File: src/rtl/mem_arb_pkg.sv
// mem_arb_pkg: shared state type, widths and defaults for the I/D memory arbiter.
package mem_arb_pkg;

    localparam int ADDR_W         = 32;
    localparam int DATA_W         = 32;
    localparam int STARVE_MAX_DEF = 4;
    localparam int CNT_W          = 4;

    typedef enum logic [1:0] {
        IDLE,
        ISSUE,
        WAIT,
        ERR
    } state_t;

    function automatic logic misaligned(input logic [ADDR_W-1:0] addr);
        return addr[1:0] != 2'b00;
    endfunction

endpackage

File: src/rtl/mem_arb_prio.sv
// mem_arb_prio: D-over-I port selection with a saturating anti-starvation counter.
module mem_arb_prio
    import mem_arb_pkg::*;
#(
    parameter int STARVE_MAX = STARVE_MAX_DEF
) (
    input  logic clk,
    input  logic reset,
    input  logic i_req,
    input  logic d_req,
    input  logic gnt_en,
    output logic sel_i,
    output logic sel_d
);

    logic [CNT_W-1:0] starve_cnt;
    logic             starved;

    always_comb begin
        starved = starve_cnt == CNT_W'(STARVE_MAX);
        sel_d   = gnt_en && d_req && !(i_req && starved);
        sel_i   = gnt_en && i_req && !sel_d;
    end

    // only D grants taken while I is waiting count toward starvation
    always_ff @(posedge clk or negedge reset) begin
        if (!reset)
            starve_cnt <= '0;
        else if (sel_i)
            starve_cnt <= '0;
        else if (sel_d && i_req && !starved)
            starve_cnt <= starve_cnt + 1'b1;
    end

endmodule

File: src/rtl/mem_arbiter.sv
// mem_arbiter: arbitrates instruction and data ports onto one single-port memory,
// one transaction outstanding, with misaligned accesses answered locally with an error.
module mem_arbiter
    import mem_arb_pkg::*;
#(
    parameter int STARVE_MAX = STARVE_MAX_DEF
) (
    input  logic              clk,
    input  logic              reset,
    input  logic              i_req,
    input  logic [ADDR_W-1:0] i_addr,
    output logic              i_gnt,
    output logic              i_rvalid,
    output logic              i_err,
    output logic [DATA_W-1:0] i_rdata,
    input  logic              d_req,
    input  logic              d_we,
    input  logic [ADDR_W-1:0] d_addr,
    input  logic [DATA_W-1:0] d_wdata,
    output logic              d_gnt,
    output logic              d_rvalid,
    output logic              d_err,
    output logic [DATA_W-1:0] d_rdata,
    output logic              mem_req,
    output logic              mem_we,
    output logic [ADDR_W-1:0] mem_addr,
    output logic [DATA_W-1:0] mem_wdata,
    input  logic              mem_gnt,
    input  logic              mem_rvalid,
    input  logic [DATA_W-1:0] mem_rdata,
    output logic              busy
);

    state_t            state, state_nxt;
    logic              sel_i, sel_d, grant, resp;
    logic              own_i, we_q;
    logic [ADDR_W-1:0] addr_q, gnt_addr;
    logic [DATA_W-1:0] wdata_q, rsp_data;

    // grants are masked while reset is asserted so every output reads 0
    mem_arb_prio #(.STARVE_MAX(STARVE_MAX)) u_prio (
        .clk    (clk),
        .reset  (reset),
        .i_req  (i_req),
        .d_req  (d_req),
        .gnt_en (state == IDLE && reset),
        .sel_i  (sel_i),
        .sel_d  (sel_d)
    );

    always_ff @(posedge clk or negedge reset) begin
        if (!reset)
            state <= IDLE;
        else
            state <= state_nxt;
    end

    always_comb begin
        state_nxt = state;
        case (state)
            IDLE:    if (grant) state_nxt = misaligned(gnt_addr) ? ERR : ISSUE;
            ISSUE:   if (mem_gnt) state_nxt = WAIT;
            WAIT:    if (mem_rvalid) state_nxt = IDLE;
            default: state_nxt = IDLE;
        endcase
    end

    always_comb begin
        grant     = sel_i || sel_d;
        gnt_addr  = sel_d ? d_addr : i_addr;
        i_gnt     = sel_i;
        d_gnt     = sel_d;
        mem_req   = state == ISSUE;
        mem_we    = mem_req && we_q;
        mem_addr  = mem_req ? addr_q : '0;
        mem_wdata = mem_req ? wdata_q : '0;
        busy      = state != IDLE;
        resp      = (state == WAIT && mem_rvalid) || state == ERR;
        rsp_data  = (state == WAIT && !we_q) ? mem_rdata : '0;
    end

    always_ff @(posedge clk or negedge reset) begin
        if (!reset) begin
            own_i   <= 1'b0;
            we_q    <= 1'b0;
            addr_q  <= '0;
            wdata_q <= '0;
        end else if (grant) begin
            own_i   <= sel_i;
            we_q    <= sel_d && d_we;
            addr_q  <= gnt_addr;
            wdata_q <= sel_d ? d_wdata : '0;
        end
    end

    always_ff @(posedge clk or negedge reset) begin
        if (!reset) begin
            i_rvalid <= 1'b0;
            i_err    <= 1'b0;
            i_rdata  <= '0;
            d_rvalid <= 1'b0;
            d_err    <= 1'b0;
            d_rdata  <= '0;
        end else begin
            i_rvalid <= resp && own_i;
            i_err    <= state == ERR && own_i;
            i_rdata  <= (resp && own_i) ? rsp_data : '0;
            d_rvalid <= resp && !own_i;
            d_err    <= state == ERR && !own_i;
            d_rdata  <= (resp && !own_i) ? rsp_data : '0;
        end
    end

endmodule

File: config.mk
export PLATFORM = sky130hd
export DESIGN_NAME = mem_arbiter
export DESIGN_NICKNAME = d
export VERILOG_FILES = /design/src/rtl/mem_arb_pkg.sv /design/src/rtl/mem_arb_prio.sv /design/src/rtl/mem_arbiter.sv
export SDC_FILE = /design/constraint.sdc
export NUM_CORES = 1
export LEC_CHECK = 0
export BUFFER_PORTS_ARGS = -buffer_cell sky130_fd_sc_hd__buf_4
export CORE_MARGIN = 2
export CORE_UTILIZATION = 42
export CTS_CLUSTER_DIAMETER = 50
export CTS_CLUSTER_SIZE = 16
export DETAILED_ROUTE_END_ITERATION = 8
export PLACE_DENSITY = 0.83
export SETUP_SLACK_MARGIN = 0.15
export SLEW_MARGIN = 25
export SYNTH_ARGS = -nofsm -noshare
export SYNTH_HDL_FRONTEND = slang
export SYNTH_SLANG_ARGS = --single-unit
File: constraint.sdc
create_clock -name clk -period 1.84 [get_ports clk]
set_input_delay 0.552 -clock clk [delete_from_list [all_inputs] [get_ports clk]]
set_output_delay 0.552 -clock clk [all_outputs]
set_load 0.02 [all_outputs]
==> results.toml, run 1 <==
[place]
dp.cells = 888
dp_hpwl_mm = 11.2
gp_congestion = 0.803
numPortBuffers = 271

[power]
power_frac_clock = 0.281
p_seq_frac = 0.346
p_sw_frac = 0.316
p_switching_w = 0.00410
power_frac_comb = 0.373
power.leakage_nw = 4.99
max-vdd-ir-drop_uv = 770
p_total_w = 0.0130
internal_power_w = 0.00890
p_per_area_nw_per_um2 = 1400

[finish]
nFillCells = 866
drive_gt1_frac = 0.527
fin_cells = 935
area_growth_pct = 65.9
seqCellArea_um2 = 3510
antenna_cells = 0
fin_nets = 883
multi_input_area_um2 = 2060

[timing]
clock.fmax_mhz = 467
slew_headroom = 0.513
rsz0062_at_grt = "true"
worstMarginPinSlew_ns = 0.730
final.period_utilization = 1.16
hold_viol = 0
finalSetupViolCount = 70
fin_crit_ns = 2.14
tns_ns = -18.21
slew_viol_final = 0
clock_skew_ns = 0.00709
fin_ws_ns = -0.303

[critical_path]
cp_slowest_cell = "dfrtp_2"
startpoint = "state[0]$_DFFE_PN0P_"
worstPathRequired_ns = 1.29
crit_type = "register to primary output"
r2r_slack_ns = -0.01
max_stage_delay_ns = 0.43
end_kind = "primary output"
cp-start-kind = "register"
r2r_start = "u_prio.starve_cnt[1]$_DFFE_PN0P_"
critPathArrivalTime_ns = 1.59
crit_path_max_fanout = 33
path_cells = "inv_2 > nor2_4 > buf_12 > and2_2 > buf_4"

[detailed_routing]
wl_per_cell_um = 18.4
first_pass_iters = 4
via_per_inst = 5.03
drc = 0
num_vias = 4701
wirelength_mm = 17.2
drt-initial-drc-count = 228
ant_nets = 0

[hold_path]
hp-start = "mem_gnt"
hold_path.class = "input port to register"

[synth]
synth-seq-area-share = 0.627
postSynthCellCount = 447
synth-seq-cells = 140
syn_nets = 584
syn-cell-area_um2 = 5590
avgSynthCellArea_um2 = 12.5
yosysWarningCount = 0
synth_cell_type_count = 31

[die]
fp.dieW_um = 119
die_area_um2 = 14300
core_um2 = 13100
initial_utilization = 0.426
io_pins = 272
fp.dieH_um = 119
num_rows = 42

[clock_network]
clkSinkCount = 140
cts_tree = "done"
cts_max_path_buffers = 2
root_buffer = "clkbuf_16"
clk_pin_slew_worst_paths_ns = 0.06
clk_latency_ns = 0.41
htree_levels = 4
cts_hold_buf = 0
cts_buffers = 17

[grt]
grt-ovfl-total = 0
antenna_found_initial = 0
first_global_vias = 4945
groute.usage.overall = 0.227
grt_pass1_wl_mm = 25.2
grt_max_degree = 141

[status]
outcome = "complete, but fails checks"
violations = "setup timing"

[flow_run]
max_cap_viol_count = 0
[power groups by stage]
stage               Sequential (W)  Combinational [W]  Clock [W]
CTS                        0.00446            0.00452    0.00368
floorplan                  0.00454            0.00241          0
detailed placement         0.00449            0.00420          0
finish                     0.00450            0.00485    0.00365
global route               0.00458            0.00518    0.00385
global placement           0.00444            0.00405          0
[flip-flops by register name (all words and copies together), names as in the netlist]
register and cells:
addr_q 32, d_rdata 32, i_rdata 32, wdata_q 32, u_prio.starve_cnt 4, state 2, d_err 1, d_rvalid 1
i_err 1, i_rvalid 1, own_i 1, we_q 1
[per-layer routing]
layer | vias to the layer above | track usage | routed length (um) | part of all wire
met4 | 0 | 0.0765 | 304 | 0.018
met3 | 25 | 0.0953 | 1510 | 0.088
li1 | 2117 | - | - | -
met5 | - | 0 | 0 | 0
met2 | 219 | 0.383 | 9020 | 0.52
met1 | 2340 | 0.262 | 6380 | 0.37
[final timing paths]
path                                            to  cells past startpoint
min in group asynchronous    addr_q[1]$_DFFE_PN0P_                      3
max                                  mem_wdata[27]                      5
min reg2reg                wdata_q[28]$_DFFE_PN0P_                      1
max in group asynchronous    addr_q[4]$_DFFE_PN0P_                      3
max reg2reg                 addr_q[18]$_DFFE_PN0P_                      8
min                           state[0]$_DFFE_PN0P_                      2
[placed cells by master (no fill, tap or decap), drive strengths merged]
cell type    n
dfrtp      140
inv          8
nand2        9
o31ai        1
and2       129
nor3b        1
a22oi        1
nor2        11
o311a        1
clkbuf      27
ha           2
nor4         1
clkinvlp     3
a211oi       1
nand4        1
bufinv       4
o21a         1
nand2b       1
a21o        31
o21ai        6
a22o        63
buf        302
nand3b       1
nand3        3
a21oi        1
o311ai       1
or2          1
mux2i        4
clkinv       4
[cell families (layout without fill, tap and decap cells)]
kind of cell    Yosys count  count (layout)  share of synthesized area
compound gates          107             107                      0.157
fa+ha+maj                 2               2                    0.00447
buf+inv                  36             348                     0.0345
flops                   140             140                      0.627
mux                       4               4                    0.00716
simple gates            158             158                      0.170
[cell usage after synthesis]
master / number / area share
nand2b_1: 1 / 0.0011
dfrtp_1: 140 / 0.63
nor2_2: 1 / 0.0011
inv_1: 4 / 0.0027
clkbuf_2: 1 / 0.00089
nor2_1: 10 / 0.0067
a211oi_1: 1 / 0.0013
nor4_1: 1 / 0.0011
ha_1: 2 / 0.0045
a22oi_1: 1 / 0.0013
o21ai_0: 3 / 0.0027
mux2i_1: 4 / 0.0072
o31ai_1: 1 / 0.0013
buf_6: 6 / 0.012
and2_1: 129 / 0.14
clkbuf_1: 14 / 0.0094
a21oi_1: 1 / 0.00089
o311ai_0: 1 / 0.0016
a21o_1: 31 / 0.042
a22o_1: 63 / 0.099
nand3b_1: 1 / 0.0013
nand3_1: 3 / 0.0027
o311a_4: 1 / 0.0038
o21ai_1: 3 / 0.0027
nand4_1: 1 / 0.0011
nor3b_4: 1 / 0.0034
nand2_1: 9 / 0.0060
buf_2: 9 / 0.0081
or2_2: 1 / 0.0011
o21a_1: 1 / 0.0013
inv_2: 2 / 0.0013
[critical path: cells and delay by family (launching register included)]
kind	cells	cell delay, ns
DFF	1	0.43
buffers and inverters	3	0.41
and+or+nand+nor	2	0.34
[metrics by stage]
stage          hold WS (ns)  setup slack, ns  area [um^2]  utilization
2_1_floorplan         0.256           0.0715         5730            -
3_3_place_gp          0.461          0.00914         8040        0.612
3_5_place_dp          0.473         -0.00710         8040        0.612
4_1_cts               0.299           -0.312         8940        0.681
5_1_grt               0.307           -0.364         9280        0.706
6_report              0.330           -0.303         9280        0.706
[layout make-up]
| class | count | area share |
|---|---|---|
| Inverter | 6 | 0.00243 |
| Timing Repair Buffer | 310 | 0.305 |
| Clock inverter | 13 | 0.0202 |
| Tap cell | 176 | 0.0237 |
| Sequential cell | 140 | 0.378 |
| Multi-Input combinational cell | 271 | 0.222 |
| Clock buffer | 19 | 0.0488 |
[timing repair]
action / in CTS / in global routing
endpoints found under the setup margin: 111 / 135
cloned: 0 / 11
gates resized for setup: 69 / 16
pin swaps: 2 / 64
buffers inserted: 2 / 2
(Power assumes the default switching activity.)
==> run 2, diff against run 1 <==
ABC_AREA = 1   (was unset)
PLACE_DENSITY = 0.82   (was 0.83)
==> results.toml, run 2 <==
[status]
outcome = "complete, but fails checks"
violations = "setup timing"

[finish]
antenna_cells = 0
drive_gt1_frac = 0.503
fin_nets = 1078
multi_input_area_um2 = 2250
area_growth_pct = 79.1
seqCellArea_um2 = 3500
mostFrequentLayoutCell = "buf_4"
utilization = 0.774
layout_common_cells = "buf_4, dfrtp_1, inv_1, buf_6, nor2_4"
nFillCells = 793
fin_area_um2 = 10300

[critical_path]
worstPathRequired_ns = 1.29
cp-start-kind = "register"
critPathArrivalTime_ns = 1.63
crit_type = "register to primary output"
end_kind = "primary output"
crit_path_max_fanout = 4

[detailed_routing]
num_vias = 5833
first_pass_iters = 5
drc = 0
wirelength_mm = 21.3
wl_per_cell_um = 18.9
ant_nets = 0
drt-initial-drc-count = 508
via_per_inst = 5.17

[timing]
slew_viol_final = 0
clock.fmax_mhz = 458
worstMarginPinSlew_ns = 0.599
finalSetupViolCount = 74
hold_viol = 0
final.period_utilization = 1.19
rsz0062_at_grt = "true"
slew_headroom = 0.601
fin_crit_ns = 2.19
clock_skew_ns = 0.00789
fin_ws_ns = -0.345

[place]
numPortBuffers = 271
pre_cts_ws_ns = -0.0166
gp_congestion = 0.754
placedInstanceArea_um2 = 8610
dp_hpwl_mm = 12.2

[clock_network]
root_buffer = "clkbuf_16"
clkSinkCount = 140
cts_tree = "done"
clk_pin_slew_worst_paths_ns = 0.06
cts_hold_buf = 0
cts_buffers = 17
cts_max_path_buffers = 2
clk_latency_ns = 0.42
htree_levels = 4

[synth]
postSynthCellCount = 624
synth_cell_type_count = 28
yosysMostFrequentCell = "dfrtp_1"
synth_top_family_by_area = "simple AND/OR/NAND/NOR gates"
syn-cell-area_um2 = 5770
synth-seq-cells = 140
synth_fa_ha_area_frac = 0.00434
synth_compound_area_frac = 0.0764
synth_xor_area_frac = 0.00304
synth_enable_flop_cells = 0
ys_top_cells_by_area = "dfrtp_1, inv_1, nor3_1, nand2_1, nor2_1"
netlist.area_leader.share = 0.608
synth_flop_cell = "dfrtp_1"
synth-seq-area-share = 0.608
yosys.area_share.simple = 0.197
yosys-mux-area-fraction = 0
synthArstFlopShare = 1.00
yosysWarningCount = 0
syn_nets = 761
synth_top_cell_by_area = "dfrtp_1"
synth.top_cells.by_count = "dfrtp_1, inv_1, nand2_1"
avgSynthCellArea_um2 = 9.24

[grt]
use_met2 = 0.415
grt_max_degree = 64
met1_usage = 0.288
grt_pass1_wl_mm = 28.1
gr-usage-met3 = 0.0865
grt-ovfl-total = 0
first_global_vias = 5707
antenna_found_initial = 0
groute.usage.overall = 0.248
grt.busiest_layer = "met2"

[power]
p_per_area_nw_per_um2 = 1420
max-vdd-ir-drop_uv = 781
power.leakage_nw = 5.05
p_total_w = 0.0146

[die]
fp.dieH_um = 121
core_um2 = 13300
die_area_um2 = 14700
io_pins = 272
initial_utilization = 0.432
fp.dieW_um = 121
num_rows = 42

[hold_path]
hold_path.class = "input port to asynchronous set/reset pin"

[flow_run]
max_cap_viol_count = 0
[run 2: changes by cell type in the layout (fill, tap and decap cells not counted), moves of 33 or more]
cell / change
nand2_1: +42
nand3_1: +33
nor3_1: +64
and2_1: -89
a22o_1: -63
inv_1: +105
nor2_4: +67
[run 2: cell families (layout without fill, tap and decap cells)]
kind of cell | count (synthesis) | count (layout)
buffers and inverters | 152 | 481
adder cells (fa/ha/maj) | 2 | 2
AO/OA/AOI/OAI | 72 | 72
XOR/XNOR | 2 | 2
AND/OR/NAND/NOR | 256 | 256
flip-flops | 140 | 140
[run 2: cell type report]
type	instances	share of cell area
Multi-Input combinational cell	332	0.218
Clock inverter	13	0.0185
Tap cell	176	0.0213
Timing Repair Buffer	333	0.313
Timing Repair inverter	3	0.00303
Sequential cell	140	0.339
Clock buffer	18	0.0425
Inverter	114	0.0443
[run 2: worst paths after layout]
| check | start | end | slack, ns | cells after the start |
|---|---|---|---|---|
| max | state[0]$_DFFE_PN0P_ | i_gnt | -0.35 | 8 |
| min | reset | u_prio.starve_cnt[1]$_DFFE_PN0P_ | 0.22 | 2 |
| max reg2reg | u_prio.starve_cnt[1]$_DFFE_PN0P_ | addr_q[28]$_DFFE_PN0P_ | -0.04 | 11 |
| min reg2reg | own_i$_DFFE_PN0P_ | d_err$_DFF_PN0_ | 0.46 | 1 |
| max in group asynchronous | reset | wdata_q[20]$_DFFE_PN0P_ | 0.63 | 3 |
| min in group clk | d_wdata[27] | wdata_q[27]$_DFFE_PN0P_ | 0.34 | 3 |
[run 2: critical path, cell delays in order (launching register included)]
cell and delay (ns):
dfrtp_1 0.41, buf_6 0.13, nor2_4 0.14, nand2_2 0.10, nor2_4 0.13, nand2_4 0.07, clkinv_4 0.08, nor2_4 0.03
buf_6 0.13
[run 2: metrics by stage]
| step | std cells | setup TNS [ns] | hold slack (ns) |
|---|---|---|---|
| floorplan | 624 | 0 | 0.256 |
| global placement | 1058 | 0 | 0.442 |
| detailed placement | 1058 | -0.0453 | 0.459 |
| CTS | 1103 | -17.77 | 0.230 |
| global route | 1129 | -24.24 | 0.261 |
| finish | 1129 | -18.90 | 0.223 |
[run 2: what timing repair did]
item | CTS | global route
setup endpoints to repair | 133 | 141
cloned | 1 | 15
resized for setup | 78 | 83
setup buffers | 13 | 11
pin swaps | 7 | 14
[run 2: routing by layer]
metal / share of wire / routed length (um)
met1: 0.37 / 7890
met2: 0.50 / 10700
met3: 0.090 / 1910
met4: 0.036 / 778
met5: 0 / 0
[run 2: power breakdown]
part / switching (W) / total (W) / internal (W)
clock network: 0.00134 / 0.00364 / 0.00231
logic: 0.00397 / 0.00689 / 0.00292
registers: 0.000267 / 0.00409 / 0.00382
total: 0.00557 / 0.0146 / 0.00905
